## config.mk

```make
export PLATFORM = sky130hd
export DESIGN_NAME = hbitcounter_pipe_flat
export DESIGN_NICKNAME = d
export VERILOG_FILES = /design/src/rtl/hbitcounter_pipe_if.sv /design/src/rtl/hbitcounter_pipe.sv /design/src/flat_wrapper.sv
export SDC_FILE = /design/constraint.sdc
export NUM_CORES = 1
export LEC_CHECK = 0
export CORE_MARGIN = 2
export CORE_UTILIZATION = 40
export CTS_CLUSTER_DIAMETER = 120
export DETAILED_ROUTE_END_ITERATION = 6
export PLACE_DENSITY = 0.71
export SLEW_MARGIN = 25
export SYNTH_ARGS = -nofsm -noshare
export SYNTH_HDL_FRONTEND = slang
export SYNTH_SLANG_ARGS = --single-unit
```

## constraint.sdc

```tcl
create_clock -name clk -period 3.3 [get_ports clk]
set_input_delay 0.66 -clock clk [delete_from_list [all_inputs] [get_ports clk]]
set_output_delay 0.66 -clock clk [all_outputs]
set_load 0.02 [all_outputs]
```

## src/rtl/hbitcounter_pipe_if.sv

```systemverilog
// Streaming handshake bundle for hbitcounter_pipe.
// The accumulator signals exist only when HBITCNT_ACCUM_EN is defined.
interface hbitcounter_pipe_if #(
    parameter int DATA_WIDTH = 16,
    parameter int ACC_WIDTH  = 16
);
    localparam int CNT_W = $clog2(DATA_WIDTH) + 1;

    logic                  s_valid;
    logic                  s_ready;
    logic [DATA_WIDTH-1:0] s_data;
    logic                  s_last;
    logic                  m_valid;
    logic                  m_ready;
    logic [CNT_W-1:0]      m_count;
    logic                  m_last;
`ifdef HBITCNT_ACCUM_EN
    logic [ACC_WIDTH-1:0]  m_acc;
    logic                  m_acc_ovf;
`endif

    // Design-side view: consumes the input stream, produces the result stream.
    modport slave (
        input  s_valid, s_data, s_last, m_ready,
        output s_ready, m_valid, m_count, m_last
`ifdef HBITCNT_ACCUM_EN
        , output m_acc, m_acc_ovf
`endif
    );

    // Environment-side view: produces words, consumes results.
    modport master (
        output s_valid, s_data, s_last, m_ready,
        input  s_ready, m_valid, m_count, m_last
`ifdef HBITCNT_ACCUM_EN
        , input m_acc, m_acc_ovf
`endif
    );
endinterface

```

## src/rtl/hbitcounter_pipe.sv

```systemverilog
// Two-stage pipelined popcount with valid/ready flow control on both sides.
// Stage 1 holds per-chunk partial counts, stage 2 holds the summed count.
// Optional per-frame running total enabled by defining HBITCNT_ACCUM_EN.
module hbitcounter_pipe #(
    parameter int DATA_WIDTH = 16,
    parameter int CHUNK_W    = 4,
    parameter int ACC_WIDTH  = 16
) (
    input  logic             clk,
    input  logic             rst,
    hbitcounter_pipe_if.slave bus
);
    localparam int CNT_W  = $clog2(DATA_WIDTH) + 1;
    localparam int NCHUNK = DATA_WIDTH / CHUNK_W;
    localparam int PW     = $clog2(CHUNK_W) + 1;

    logic [NCHUNK-1:0][PW-1:0] part_q, part_d;
    logic                      last1_q;
    logic                      v1_q;
    logic [CNT_W-1:0]          count_q, count_d;
    logic                      last_q;
    logic                      mvalid_q;
    logic                      adv;
    logic                      s_ready;

    // Output stage advances when empty or being drained; stage 1 may also
    // refill while the output is stalled as long as it is itself empty.
    assign adv     = !mvalid_q || bus.m_ready;
    assign s_ready = adv || !v1_q;

    assign bus.s_ready = s_ready;
    assign bus.m_valid = mvalid_q;
    assign bus.m_count = count_q;
    assign bus.m_last  = last_q;

    // Per-chunk partial popcounts of the incoming word.
    always_comb begin
        part_d = '0;
        for (int i = 0; i < NCHUNK; i++) begin
            for (int j = 0; j < CHUNK_W; j++) begin
                part_d[i] = part_d[i] + PW'(bus.s_data[i*CHUNK_W+j]);
            end
        end
    end

    // Sum of the registered partials, zero-extended to the result width.
    always_comb begin
        count_d = '0;
        for (int i = 0; i < NCHUNK; i++) begin
            count_d = count_d + CNT_W'(part_q[i]);
        end
    end

    // Stage 1 and output stage registers; data fields only load with a real word.
    always_ff @(posedge clk) begin
        if (rst) begin
            part_q   <= '0;
            last1_q  <= 1'b0;
            v1_q     <= 1'b0;
            count_q  <= '0;
            last_q   <= 1'b0;
            mvalid_q <= 1'b0;
        end else begin
            if (s_ready) begin
                v1_q <= bus.s_valid;
                if (bus.s_valid) begin
                    part_q  <= part_d;
                    last1_q <= bus.s_last;
                end
            end
            if (adv) begin
                mvalid_q <= v1_q;
                if (v1_q) begin
                    count_q <= count_d;
                    last_q  <= last1_q;
                end
            end
        end
    end

`ifdef HBITCNT_ACCUM_EN
    logic [ACC_WIDTH-1:0] acc_q, acc_d, acc_base;
    logic                 ovf_q, ovf_d;
    logic [ACC_WIDTH:0]   acc_sum;

    assign bus.m_acc     = acc_q;
    assign bus.m_acc_ovf = ovf_q;

    // A word following a frame end (or reset, where acc is already zero) starts from zero.
    always_comb begin
        acc_base = last_q ? '0 : acc_q;
        acc_sum  = {1'b0, acc_base} + (ACC_WIDTH+1)'(count_d);
        acc_d    = acc_sum[ACC_WIDTH] ? '1 : acc_sum[ACC_WIDTH-1:0];
        ovf_d    = (last_q ? 1'b0 : ovf_q) | acc_sum[ACC_WIDTH];
    end

    // Running total advances in lockstep with the word moving into the output stage.
    always_ff @(posedge clk) begin
        if (rst) begin
            acc_q <= '0;
            ovf_q <= 1'b0;
        end else if (adv && v1_q) begin
            acc_q <= acc_d;
            ovf_q <= ovf_d;
        end
    end
`endif
endmodule

```

## src/flat_wrapper.sv

```systemverilog
// flat-port wrapper written by rule: the top's interface ports become plain ports
module hbitcounter_pipe_flat 
#(
    parameter int DATA_WIDTH = 16,
    parameter int CHUNK_W    = 4,
    parameter int ACC_WIDTH  = 16
)
  (clk, rst, bus_s_valid, bus_s_data, bus_s_last, bus_m_ready, bus_s_ready, bus_m_valid, bus_m_count, bus_m_last);
  hbitcounter_pipe_if #(.DATA_WIDTH(DATA_WIDTH), .ACC_WIDTH(ACC_WIDTH)) bus_i ();
  input  logic clk;
  input  logic rst;
  input wire logic [$bits(bus_i.s_valid)-1:0] bus_s_valid;
  input wire logic [$bits(bus_i.s_data)-1:0] bus_s_data;
  input wire logic [$bits(bus_i.s_last)-1:0] bus_s_last;
  input wire logic [$bits(bus_i.m_ready)-1:0] bus_m_ready;
  output wire logic [$bits(bus_i.s_ready)-1:0] bus_s_ready;
  output wire logic [$bits(bus_i.m_valid)-1:0] bus_m_valid;
  output wire logic [$bits(bus_i.m_count)-1:0] bus_m_count;
  output wire logic [$bits(bus_i.m_last)-1:0] bus_m_last;
  assign bus_i.s_valid = bus_s_valid;
  assign bus_i.s_data = bus_s_data;
  assign bus_i.s_last = bus_s_last;
  assign bus_i.m_ready = bus_m_ready;
  assign bus_s_ready = bus_i.s_ready;
  assign bus_m_valid = bus_i.m_valid;
  assign bus_m_count = bus_i.m_count;
  assign bus_m_last = bus_i.m_last;
  hbitcounter_pipe #(.DATA_WIDTH(DATA_WIDTH), .CHUNK_W(CHUNK_W), .ACC_WIDTH(ACC_WIDTH)) u_core (.clk(clk), .rst(rst), .bus(bus_i));
endmodule
```

Yosys cells after proc, flatten, opt, wreduce, memory -nomap -nowiden:

Cells that the tools add are included.

* register bits: 21
* output and inout port bits: 8
* logic and storage cells: 30

* add/sub/neg operators: 15
* reduce and logical (&&, ||, !) cells: 6

Operator list (count)
* adder 3 x 1 -> 3 bit: 8
* adder 5 x 3 -> 5 bit: 2
* adder 1 x 1 -> 2 bit: 4
* adder 3 x 3 -> 4 bit: 1
* AND reduction 2 bit: 2
* zero test 1 bit: 2
* logical OR 1 bit: 2

Longest topological paths before layout:

Gate-level depths: netlist of run 1.

* word-level depth: 4
* gate-level depth with buffers: 11
* gate-level depth less buffers: 11

Worst setup path after synthesis of run 1:

OpenSTA, ideal clock, no wires.

* path kind: reg-to-reg
* start point: reg u_core.part_q[0] in the netlist's numbering
* end point: reg u_core.count_q[4] (netlist: u_core.bus.m_count[4])
* setup slack: 0.719 ns
* path buffers: 0
* period minus slack after synthesis: 2.581 ns
* required time: 3.168 ns
* cell stages (with the launch flop): 10
* arrival time: 2.449 ns
* cells stage by stage: dfxtp_1 > ha_1 > fa_1 > xnor2_1 > fa_1 > inv_1 > ha_1 > a21o_1 > a2111oi_2 > nor3_1

* cells in the longest elaborated chain, start to end: 3

Ends and longest elaborated chain
* from (decl): line hbitcounter_pipe.sv:17 `logic [NCHUNK-1:0][PW-1:0] part_q, part_d;`
* from (signal assigned): line hbitcounter_pipe.sv:67 `part_q <= part_d;`
* adder 3 x 3 -> 4 bit: line hbitcounter_pipe.sv:50 `count_d = count_d + CNT_W'(part_q[i]);`
* adder 5 x 3 -> 5 bit (2 in a row): line hbitcounter_pipe.sv:50
* to (signal assigned): line hbitcounter_pipe.sv:74 `count_q <= count_d;`
* to (decl): line hbitcounter_pipe.sv:20 `logic [CNT_W-1:0] count_q, count_d;`

No other way between the ends.
A chain may end at the register's enable or synchronous reset.

Worst setup path in the final report of run 1:

Same ends and word-level chain as after synthesis.

==> results of run 1 <==
[worst max-delay path, cell delays in order (launching register included)]
cell       delay [ns]
dfxtp_1          0.34
ha_1             0.22
fa_1             0.38
xnor2_1          0.15
fa_1             0.54
inv_1            0.06
ha_1             0.28
a21o_1           0.19
a2111oi_2        0.35
nor3_1           0.09
[metal layers]
layer  routed length [um]  up-vias
met5                    0        -
met4                   29        0
met3                  112        2
met2                 1220       28
met1                 1060      438
li1                     -      486
[path summary, 6_finish.rpt]
check / cells after the start / from / endpoint / slack [ns]
setup / recovery: 9 / u_core.part_q[0]$_SDFFE_PP0P_ / u_core.bus.m_count[4]$_SDFFE_PP0P_ / 0.60
hold / removal: 2 / u_core.last1_q$_SDFFE_PP0P_ / u_core.last1_q$_SDFFE_PP0P_ / 0.47
setup reg to reg: 9 / u_core.part_q[0]$_SDFFE_PP0P_ / u_core.bus.m_count[4]$_SDFFE_PP0P_ / 0.60
hold reg to reg: 2 / u_core.last1_q$_SDFFE_PP0P_ / u_core.last1_q$_SDFFE_PP0P_ / 0.47
[metrics by stage]
step	hold WS [ns]	power, uW	setup slack, ns	util (%)
after floorplan	0.435	390	0.719	-
after global placement	0.449	448	0.666	51.6
after detailed placement	0.457	453	0.586	51.6
after CTS	0.476	583	0.581	52.5
after global routing	0.492	618	0.445	52.5
final	0.471	577	0.600	52.5
[registers in the layout, summed over array words and instances, names as in the netlist]
| name | cells |
|---|---|
| u_core.bus.m_count | 5 |
| u_core.bus.m_last | 1 |
| u_core.part_q | 12 |
| u_core.bus.m_valid | 1 |
| u_core.v1_q | 1 |
| u_core.last1_q | 1 |
[cells in the mapped netlist (all sizes together)]
cell	n	area share (%)
o31ai	4	2.3
a2111oi	1	1.2
nor2	1	0.29
buf	4	3.0
a21o	3	1.7
mux2i	9	7.0
inv	12	3.5
a21oi	8	3.1
ha	14	14
nor2b	1	1.1
dfxtp	21	33
nand2b	1	0.49
a21boi	1	1.5
o21ai	4	1.6
nor3	1	0.39
a311oi	1	0.68
clkbuf	3	0.87
nand2	19	5.5
fa	9	14
nand3	4	1.6
o2111ai	4	2.7
xnor2	2	1.4
[cells by family after synthesis]
| family | Yosys count | synth area share [%] |
|---|---|---|
| compound gates | 26 | 14.8 |
| simple gates | 27 | 9.32 |
| flops | 21 | 32.6 |
| xor+xnor | 2 | 1.36 |
| mux | 9 | 6.99 |
| buf+inv | 19 | 7.38 |
| fa+ha+maj | 23 | 27.6 |
[report_power, final]
| part | switching (uW) | total (uW) | internal, uW |
|---|---|---|---|
| Combinational | 79.3 | 161 | 81.6 |
| Sequential | 13.5 | 286 | 273 |
| Clock | 84.3 | 130 | 45.4 |
[area by class of cell]
| class | instances | area share, % |
|---|---|---|
| multi-input cells | 87 | 48.3 |
| flip-flops and latches | 21 | 26.2 |
| repair buffers | 28 | 17.5 |
| well taps | 44 | 3.44 |
| inverters | 12 | 2.81 |
| clock buffers | 3 | 1.41 |
| clock inverters | 1 | 0.312 |
==> run summary, run 1 <==
Number of remaining DRC errors -> 0
Total of endpoints with negative setup slack in the final report -> 0
Residual antenna-violating net count after detailed routing -> 0
Arrival time at the worst endpoint -> 2.90 ns
Via count of the first global-routing pass -> 1004
Worst hold-check path type -> flip-flop to flip-flop
Worst-Skew Late Latency -> 0.32 ns
Inst Count DP -> 192
Share of post-route cells with drive strength above 1 -> 5.26%
Final layout net count -> 197
Overflow left after global routing -> 0
Power per cell area -> 360 nW/um^2
Met3 global-route usage -> 2.56%
Clock slew at the register clock pins of the worst setup and hold paths -> 0.13 ns
Sink count of the clock tree -> 21
Number of hold violations in the final report -> 0
Std cell rows -> 20
Final Routed Wirelength -> 2420 um
Antenna fix cells -> 0
Initial core utilization -> 42.2%
Synth-to-layout area growth -> 24.3%
Gate Count Post-Synth -> 127
Count of TritonRoute iterations in the first routing pass -> 4
Peak Freq -> 370 MHz
Syn avg cell area -> 10.1 sq um
Area taken by multi-input logic gates -> 773 sq um
Most frequent cells in the layout -> clkdlybuf4s50_1, dfxtp_1, nand2_1
Sequential cell area fraction in the yosys report -> 32.6%
Number of standard cells in the layout, taps in and fillers out -> 196
Placer congestion estimate -> 0.763
Post-detailed-route via-to-cell ratio -> 4.87
Maximum root-to-sink buffer count -> 2
Worst Tran Pin Value -> 0.591 ns
Port Buffer Count -> 28
Total of max-cap violations -> 0
Setup repair after global routing missed its margin -> false
H-tree Lvls -> 1
Worst IR Drop VDD -> 0.120 mV
Critical path class -> flip-flop to flip-flop
Total nets after synthesis -> 171
Global-route wire length before repair -> 4230 um
Area after detailed placement -> 1570 sq um
Flip-flop and latch count after synthesis -> 21
Num CTS Buffers -> 3
CTS Hold Bufs -> 0
Top-level I/O count -> 29
Post-synth cell types -> 26
Number of filler instances in the final layout -> 294
Number of DRC violations after detailed-routing iteration 0 -> 64
Maximum clock skew at final layout -> 0.0107 ns
M2 GR Usage -> 28.6%
Final total negative setup slack -> 0 ns
Element type at the critical path start -> flip-flop
Maximum fanout encountered on the critical timing path -> 2
Leakage -> 0.000696 uW
HPWL after detailed placement -> 1950 um
Placeable core region -> 3050 sq um
Overall Global Routing Usage -> 15.5%
DR vias -> 954
Sequential standard cell area -> 420 sq um
Setup repair bufs after CTS -> 0
Initial antenna violation count -> 0
Die height -> 60.8 um
Final worst path period need -> 2.70 ns
Die outline width -> 60.8 um
Number of warnings issued by yosys -> 0
Post-synthesis instance area -> 1290 sq um
Wire per inst -> 12.4 um
Grt peak-use layer -> met2
Post-cts gate resize count -> 0
Slew Limit Fails -> 0
Global-route track usage on met1 -> 18.3%
Run status -> complete, no violations
Leading cell type in the layout, fill and taps excluded -> clkdlybuf4s50_1
Final worst-path cycle share -> 81.8%
Area of all placed cells without fillers -> 1600 sq um
Pin count of the biggest net entering global routing -> 23
TritonCTS clock tree -> yes
Die area -> 3690 sq um
Max-slew headroom -> 60.5%
Required time of the critical path -> 3.50 ns
Cell at the root of the clock tree -> clkbuf_4
CP Capture Type -> flip-flop
Note: power is estimated with default switching activity, not from simulation.
==> run 2: changes to the inputs <==
Clock period 3.3 ns to 2.8 ns, I/O delays scaled along.
==> run summary, run 2 (synthesis gave the netlist of run 1 again) <==
H-tree Lvls -> 1 (unchanged)
Port Buffer Count -> 28 (unchanged)
Most frequent cells in the layout -> clkdlybuf4s50_1, dfxtp_1, nand2_1
Clock slew at the register clock pins of the worst setup and hold paths -> 0.11 ns (-0.02 ns)
Peak Freq -> 368 MHz (-0.60%)
Initial core utilization -> 42.2% (unchanged)
Final worst-path cycle share -> 97.0% (+15 points)
Run status -> complete, no violations
Maximum clock skew at final layout -> 0.00403 ns (-0.00666 ns)
Required time of the critical path -> 2.99 ns (-0.51 ns)
Inst Count DP -> 193 (+0.52%)
HPWL after detailed placement -> 1970 um (+0.79%)
Launching point of the worst reg2reg path -> u_core.part_q[0]$_SDFFE_PP0P_
Worst-Skew Late Latency -> 0.30 ns (-0.02 ns)
Final Routed Wirelength -> 2470 um (+1.9%)
Die area -> 3690 sq um (unchanged)
Slew Limit Fails -> 0 (unchanged)
Pin count of the biggest net entering global routing -> 23 (unchanged)
Worst reg-to-reg path cell count -> 9 (unchanged)
TritonCTS clock tree -> yes
Critical path class -> flip-flop to flip-flop
Arrival time at the worst endpoint -> 2.91 ns (about the same)
Maximum root-to-sink buffer count -> 2 (unchanged)
Num CTS Buffers -> 3 (unchanged)
Placeable core region -> 3050 sq um (unchanged)
Initial antenna violation count -> 0 (unchanged)
Leading cell type in the layout, fill and taps excluded -> clkdlybuf4s50_1
Top-level I/O count -> 29 (unchanged)
CTS Hold Bufs -> 0 (unchanged)
Number of DRC violations after detailed-routing iteration 0 -> 35 (-45%)
Number of remaining DRC errors -> 0 (unchanged)
Total of endpoints with negative setup slack in the final report -> 0 (unchanged)
Share of post-route cells with drive strength above 1 -> 6.49% (+1.2 points)
Final layout net count -> 199 (+1.0%)
Number of standard cells in the layout, taps in and fillers out -> 198 (+1.0%)
Maximum fanout encountered on the critical timing path -> 2 (unchanged)
CP Capture Type -> flip-flop
Sink count of the clock tree -> 21 (unchanged)
Register name with the most flops -> u_core.part_q
Source of the worst hold timing path -> u_core.last1_q$_SDFFE_PP0P_
Global-route wire length before repair -> 4310 um (+1.8%)
Number of hold violations in the final report -> 0 (unchanged)
Max reg flops -> 12 (unchanged)
Destination of the worst register-to-register timing path -> u_core.bus.m_count[4]$_SDFFE_PP0P_
Area taken by multi-input logic gates -> 786 sq um (+1.6%)
Worst IR Drop VDD -> 0.281 mV (+130%)
Max-slew headroom -> 59.9% (-0.64 points)
Element type at the critical path start -> flip-flop
Setup repair after global routing missed its margin -> true
Total of max-cap violations -> 0 (unchanged)
Overflow left after global routing -> 0 (unchanged)
Die height -> 60.8 um (unchanged)
Wire per inst -> 12.5 um (+0.91%)
DR vias -> 984 (+3.1%)
Antenna fix cells -> 0 (unchanged)
Post-route worst hold slack -> 0.471 ns (-0.000391 ns)
Slack of the worst reg-to-reg path -> 0.08 ns (-0.52 ns)
Layout Utilization -> 53.4% (+0.90 points)
Critical path capture point -> u_core.bus.m_count[4]$_SDFFE_PP0P_
Post-detailed-route via-to-cell ratio -> 4.97 (+2.1%)
Synth-to-layout area growth -> 26.4%
Via count of the first global-routing pass -> 989 (-1.5%)
Power per cell area -> 417 nW/um^2 (+16%)
Number of filler instances in the final layout -> 294 (unchanged)
Leakage -> 0.000704 uW (+1.2%)
Count of TritonRoute iterations in the first routing pass -> 2 (-2)
Placer congestion estimate -> 0.784 (+2.8%)
Crit. Startpoint -> u_core.part_q[0]$_SDFFE_PP0P_
Sequential standard cell area -> 422 sq um (+0.30%)
Worst hold-check path type -> flip-flop to flip-flop
Cell at the root of the clock tree -> clkbuf_4
Worst Tran Pin Value -> 0.601 ns (+0.00957 ns)
Std cell rows -> 20 (unchanged)
Die outline width -> 60.8 um (unchanged)
Residual antenna-violating net count after detailed routing -> 0 (unchanged)
Overall Global Routing Usage -> 15.6% (+0.098 points)
Final worst path period need -> 2.72 ns (+0.0163 ns)
Final total power -> 679 uW (+18%)
## run 2: cell count changes in the layout (fill, tap and decap cells not counted), sizes merged
cell | before | now
buf | 0 | 2
clkbuf | 3 | 4
clkinv | 1 | 0
## run 2: routing by layer
metal	track usage, %	up-vias	wire, um
met1	18.8	470	1110
li1	-	490	-
met3	4.90	2	114
met2	28.0	22	1240
met5	0	-	0
met4	1.86	0	8
## run 2: power by group
| part | switching [uW] | internal [uW] | total (uW) |
|---|---|---|---|
| Sequential | 16.1 | 322 | 338 |
| Combinational | 95.9 | 100 | 196 |
| Clock | 88.6 | 55.6 | 144 |
| Total | 201 | 478 | 679 |
## run 2: repair_timing
action                                  in CTS  in global routing
endpoints found under the setup margin       0                  3
buffers inserted                             0                  1
gates resized for setup                      0                  2
## run 2: worst min-delay path by stage
| stage | end | slack, ns | cells past startpoint |
|---|---|---|---|
| finish | u_core.last1_q$_SDFFE_PP0P_ | 0.47 | 2 |
| global route | u_core.bus.m_count[0]$_SDFFE_PP0P_ | 0.50 | 2 |
| CTS | u_core.last1_q$_SDFFE_PP0P_ | 0.47 | 2 |
| detailed placement | u_core.last1_q$_SDFFE_PP0P_ | 0.46 | 2 |
| global placement | u_core.last1_q$_SDFFE_PP0P_ | 0.45 | 2 |
| floorplan | u_core.last1_q$_SDFFE_PP0P_ | 0.43 | 2 |
## run 2: worst max-delay path, stage by stage, from the launching register on
cell and delay [ns]:
dfxtp_2 0.34, ha_1 0.22, fa_1 0.40, xnor2_1 0.16
fa_1 0.54, inv_1 0.05, ha_1 0.27, a21o_1 0.21
a2111oi_4 0.33, nor3_1 0.09
## run 2: final cells by class
cell class / count / share of cell area, %
multi-input combinational: 87 / 48.2
sequential: 21 / 25.9
timing repair buffer: 30 / 18.1
tap: 44 / 3.38
inverter: 12 / 2.76
clock buffer: 4 / 1.61
## run 2: per-stage QoR
step,setup slack (ns),cell area [sq um],setup TNS [ns]
after floorplan,0.219,1290,0
after global placement,0.190,1580,0
after detailed placement,0.0630,1580,0
after CTS,0.0389,1610,0
after global routing,-0.0216,1630,-0.0283
final,0.0837,1630,0
